--- config.mk ---
export PLATFORM = sky130hd
export DESIGN_NAME = stepdown_corestate_nonoverlap_rx
export DESIGN_NICKNAME = d
export VERILOG_FILES = /design/src/rtl/stepdown_corestate_nonoverlap_rx.sv
export SDC_FILE = /design/constraint.sdc
export NUM_CORES = 1
export LEC_CHECK = 0
export CAP_MARGIN = 0
export CELL_PAD_IN_SITES_DETAIL_PLACEMENT = 1
export CELL_PAD_IN_SITES_GLOBAL_PLACEMENT = 1
export CORE_MARGIN = 2
export CORE_UTILIZATION = 36
export CTS_CLUSTER_DIAMETER = 80
export CTS_CLUSTER_SIZE = 28
export DETAILED_ROUTE_END_ITERATION = 6
export PLACE_DENSITY_LB_ADDON = 0.1
export SLEW_MARGIN = 10
export SYNTH_ARGS = -nofsm -noshare
export SYNTH_HDL_FRONTEND = slang
export SYNTH_SLANG_ARGS = --single-unit
export TNS_END_PERCENT = 50
--- constraint.sdc ---
create_clock -name CELCLK -period 3.2 [get_ports CELCLK]
set_clock_uncertainty 0.05 [all_clocks]
set_input_delay 0.64 -clock CELCLK [delete_from_list [all_inputs] [get_ports CELCLK]]
set_output_delay 0.64 -clock CELCLK [all_outputs]
set_load 0.01 [all_outputs]
--- src/rtl/stepdown_corestate_nonoverlap_rx.sv ---
// Receive end of the inverted stepdown core-state line.
// Synchronises and deglitches i, then sequences non-overlapping HS/LS gate
// enables with a programmable dead time before each turn-on.
// Optional build macro: STEPDOWN_MAXON_EN adds an HS max-on-time limiter with
// a sticky fault; without it maxon_flt is tied low and HS dwell is unlimited.
module stepdown_corestate_nonoverlap_rx #(
  parameter int unsigned DGL_CYCLES   = 3,
  parameter int unsigned DT_W         = 6,
  parameter int unsigned MAXON_CYCLES = 255
) (
  input  logic            CELCLK,
  input  logic            CELRST,
  input  logic            CELV,
  input  logic            CELG,
  input  logic            SUB,
  input  logic            i,
  input  logic            en,
  input  logic [DT_W-1:0] dt_hs,
  input  logic [DT_W-1:0] dt_ls,
  output logic            hs_on,
  output logic            ls_on,
  output logic [2:0]      state,
  output logic            maxon_flt
);

  localparam int unsigned DGL_W = (DGL_CYCLES > 1) ? $clog2(DGL_CYCLES) : 1;
  localparam logic [DGL_W-1:0] DGL_LAST = DGL_W'(DGL_CYCLES - 1);

  typedef enum logic [2:0] {
    IDLE  = 3'b000,
    DT_HL = 3'b001,
    LS    = 3'b010,
    DT_LH = 3'b011,
    HS    = 3'b100
  } state_t;

  state_t            st;
  state_t            st_nx;
  logic [DT_W-1:0]   dt_cnt;
  logic [DT_W-1:0]   dt_nx;
  logic              s1;
  logic              s2;
  logic              req_raw;
  logic              req;
  logic [DGL_W-1:0]  dgl_cnt;
  logic              maxon_trip;
  logic              lh_block;

  // Power/ground/substrate ties carry no logic function.
  logic unused_ties;
  assign unused_ties = ^{CELV, CELG, SUB};

  assign req_raw = ~s2;
  assign state   = st;

  // Two-flop synchroniser on the asynchronous core-state line.
  always_ff @(posedge CELCLK) begin
    if (CELRST) begin
      s1 <= 1'b1;
      s2 <= 1'b1;
    end else begin
      s1 <= i;
      s2 <= s1;
    end
  end

  // Accept a new request level only after DGL_CYCLES consecutive differing samples.
  always_ff @(posedge CELCLK) begin
    if (CELRST) begin
      req     <= 1'b0;
      dgl_cnt <= '0;
    end else if (req_raw != req) begin
      if (dgl_cnt == DGL_LAST) begin
        req     <= req_raw;
        dgl_cnt <= '0;
      end else begin
        dgl_cnt <= dgl_cnt + DGL_W'(1);
      end
    end else begin
      dgl_cnt <= '0;
    end
  end

  // State, dead-time counter and gate enables decoded from the next state.
  always_ff @(posedge CELCLK) begin
    if (CELRST) begin
      st     <= IDLE;
      dt_cnt <= '0;
      hs_on  <= 1'b0;
      ls_on  <= 1'b0;
    end else begin
      st     <= st_nx;
      dt_cnt <= dt_nx;
      hs_on  <= (st_nx == HS);
      ls_on  <= (st_nx == LS);
    end
  end

  // Next-state logic; dead time is loaded on DT entry and counted down to zero.
  always_comb begin
    st_nx = st;
    dt_nx = dt_cnt;
    case (st)
      IDLE: begin
        if (en) begin
          st_nx = DT_HL;
          dt_nx = dt_ls;
        end
      end
      DT_HL: begin
        if (dt_cnt == '0) st_nx = LS;
        else              dt_nx = dt_cnt - DT_W'(1);
      end
      LS: begin
        if (req && !lh_block) begin
          st_nx = DT_LH;
          dt_nx = dt_hs;
        end
      end
      DT_LH: begin
        // HS never conducted, so an abort returns straight to LS.
        if (!req)                 st_nx = LS;
        else if (dt_cnt == '0)    st_nx = HS;
        else                      dt_nx = dt_cnt - DT_W'(1);
      end
      HS: begin
        if (!req || maxon_trip) begin
          st_nx = DT_HL;
          dt_nx = dt_ls;
        end
      end
      default: begin
        st_nx = IDLE;
        dt_nx = '0;
      end
    endcase
    if (!en) begin
      st_nx = IDLE;
      dt_nx = '0;
    end
  end

`ifdef STEPDOWN_MAXON_EN
  localparam int unsigned ON_W = (MAXON_CYCLES > 1) ? $clog2(MAXON_CYCLES) : 1;
  localparam logic [ON_W-1:0] ON_LAST = ON_W'(MAXON_CYCLES - 1);

  logic [ON_W-1:0] on_cnt;
  logic            lh_blk;
  logic            flt;

  assign maxon_trip = (st == HS) && (on_cnt == ON_LAST);
  assign lh_block   = lh_blk;
  assign maxon_flt  = flt;

  // HS on-time limiter; after a trip, re-entry waits for req to drop once.
  always_ff @(posedge CELCLK) begin
    if (CELRST || !en) begin
      on_cnt <= '0;
      lh_blk <= 1'b0;
      flt    <= 1'b0;
    end else begin
      if (st_nx == HS) on_cnt <= (st == HS) ? on_cnt + ON_W'(1) : '0;
      else             on_cnt <= '0;
      if (maxon_trip) begin
        flt    <= 1'b1;
        lh_blk <= 1'b1;
      end else if (!req) begin
        lh_blk <= 1'b0;
      end
    end
  end
`else
  logic unused_maxon_cfg;
  assign unused_maxon_cfg = MAXON_CYCLES[0];
  assign maxon_trip       = 1'b0;
  assign lh_block         = 1'b0;
  assign maxon_flt        = 1'b0;
`endif

endmodule

==> results.yml <==
pwr:
  ir_worst_vdd_mv: 0.206
  p_leak_uw: 0.000416
  total_power_uw: 426
  power_density_mw_per_mm2: 382
setup_path:
  required_ns: 2.51
  setup.worst_path.class: "flop to output port"
  path_cells: "clkdlybuf4s50_1"
  critPathCaptureType: "output port"
  crit_arrival_ns: 1.56
  cp_top_family: "flip-flops"
  slowest_stage: "dfxtp_1"
  slowest_delay_ns: 0.64
  worstSetupStartpointType: "flop"
  path_buf_inv: 1
  critical_path.max_fanout: 15
detailed_routing:
  drt_iter0_markers: 10
  via_per_inst: 5.45
  routedWlPerCell_um: 14.0
  vias: 818
  ant_nets: 0
  drc: 0
  drt_pre_antenna_iters: 4
  wl_mm: 2.10
floorplanning:
  start_util_pct: 37.2
  die_w_um: 53.9
  die_height_um: 53.9
  core_area_mm2: 0.00241
  fp.dieArea_mm2: 0.00290
  io_pins: 25
  row_count: 18
yosys:
  synth-seq-cells: 16
  seq_area_frac_synth_pct: 35.8
  syn_area_um2: 896
  synthDistinctLibCells: 40
  ys.flop_type: "dfxtp_1"
  synth_top_area_cell: "dfxtp_1"
  synth_top_area_share_pct: 35.8
  synthCells: 104
  async_reset_ff_share_pct: 0
  yosysWarningCount: 0
  syn_avg_cell_area_um2: 8.61
  synth_nets: 126
  synth_edf_count: 0
  synth.area.top_cells: "dfxtp_1 (36%), nor2_1 (4.6%), ha_1 (4.2%)"
place:
  dp_hpwl_mm: 1.62
  gp_congestion: 0.821
  dp_cells: 147
  numPortBuffers: 20
global_routing:
  grtUsageTotal_pct: 17.4
  grt_pass1_wl_mm: 3.53
  grt_overflow: 0
  grt_max_degree: 16
  grt_pass1_vias: 754
  antenna_found_initial: 0
timing:
  hold_viol_final: 0
  fmax_ghz: 0.445
  finalCriticalPeriod_ns: 2.25
  setup_violations: 0
  rsz0062_at_grt: "false"
  tightest_slew_ns: 0.503
  maxSlewHeadroom_pct: 66.4
  drv_slew: 0
  hold_ws_ns: 0.365
  fin_tns_setup_ns: 0
  finalCritPeriodShare_pct: 70.2
clocking:
  post_cts_buffers: 0
  cts_buffer_depth: 2
  ctsHoldBuffers: 0
  clock_sinks: 16
  postCtsResizedCells: 0
  path_clk_slew_ns: 0.09
  clk_latency_ns: 0.28
  cts_buffers: 3
  cts_tree: "built"
  htree_levels: 1
  clock-root-buffer: "clkbuf_4"
finish:
  final_util_pct: 46.3
  fillers: 303
  final_common_cell: "clkdlybuf4s50_1"
  nets: 144
  layout-drive-gt1-share_pct: 7.50
  layout_common_cells: "clkdlybuf4s50_1 (20), dfxtp_1 (16), nor2_1 (11)"
  syn2layout_area_growth_pct: 24.4
  antenna_cells: 0
  layout.cells.non_filler: 150
outcome:
  status: "finished clean"
worst_hold_path:
  hold_path.class: "flop to flop"
flow_run:
  max_cap_viol_count: 0
## flip-flops by register name, indices dropped and copies added, names as in the netlist
| register | cells |
|---|---|
| s2 | 1 |
| state | 3 |
| dt_cnt | 6 |
| req | 1 |
| dgl_cnt | 2 |
| s1 | 1 |
| ls_on | 1 |
| hs_on | 1 |
## logic make-up after synthesis
logic type               synth area share (%)
AO/OA/AOI/OAI                            25.3
XOR/XNOR                                 2.93
adder cells (fa/ha/maj)                  4.19
buffers and inverters                    6.70
flip-flops                               35.8
multiplexers                             1.12
other                                   0.419
AND/OR/NAND/NOR                          23.6
## path summary, 6_finish.rpt
kind | from | end | slack, ns | cells past startpoint
worst min register to register | dgl_cnt[0] | dgl_cnt[0] | 0.37 | 1
worst max register to register | dt_cnt[0] | dt_cnt[3] | 1.42 | 6
worst min-delay path | dgl_cnt[0] | dgl_cnt[0] | 0.37 | 1
worst max-delay path | state[1] | state[1] | 0.95 | 1
## power breakdown
group | switching [uW] | internal (uW)
registers | 13.0 | 208
logic | 46.3 | 52.2
clock network | 62.6 | 43.6
total | 122 | 304
## metal layers
layer	wire, um	up-vias	global-route usage [%]
li1	-	408	-
met1	973	395	23.2
met2	1030	13	27.6
met3	77	2	3.33
met4	15	0	6.41
met5	0	-	0
## final cells by class
type | instances | area (um2) | share of cell area (%)
Clock buffer | 3 | 22.5 | 2.02
Inverter | 5 | 18.8 | 1.68
Multi-Input combinational cell | 76 | 515 | 46.2
Sequential cell | 16 | 320 | 28.7
Tap cell | 30 | 37.5 | 3.37
Timing Repair Buffer | 20 | 200 | 18.0
## synth_stat cells (2+ instances only)
master,count
o221ai_1,2
nor2_1,11
o211ai_1,4
clkbuf_1,2
a21oi_1,4
nor2b_1,3
ha_1,3
or2_2,2
nand2b_1,2
a32o_1,3
dfxtp_1,16
o21ai_1,5
buf_2,3
xor2_1,3
nand2_1,8
and2_1,2
inv_1,5
nand3_1,4
## per-stage QoR
stage,area (um2),setup WS (ns)
floorplan,896,1.65
global placement,1090,1.10
detailed placement,1090,1.05
CTS,1110,0.933
global route,1110,0.860
finish,1110,0.953
## worst reg2reg max path: stages (launching register included)
cell and delay, ns:
dfxtp_1 0.41, inv_1 0.09, ha_1 0.20, and3b_4 0.19, a211oi_4 0.39, nand3_1 0.19, o221ai_1 0.20
Power figures use the tool's default switching activity.
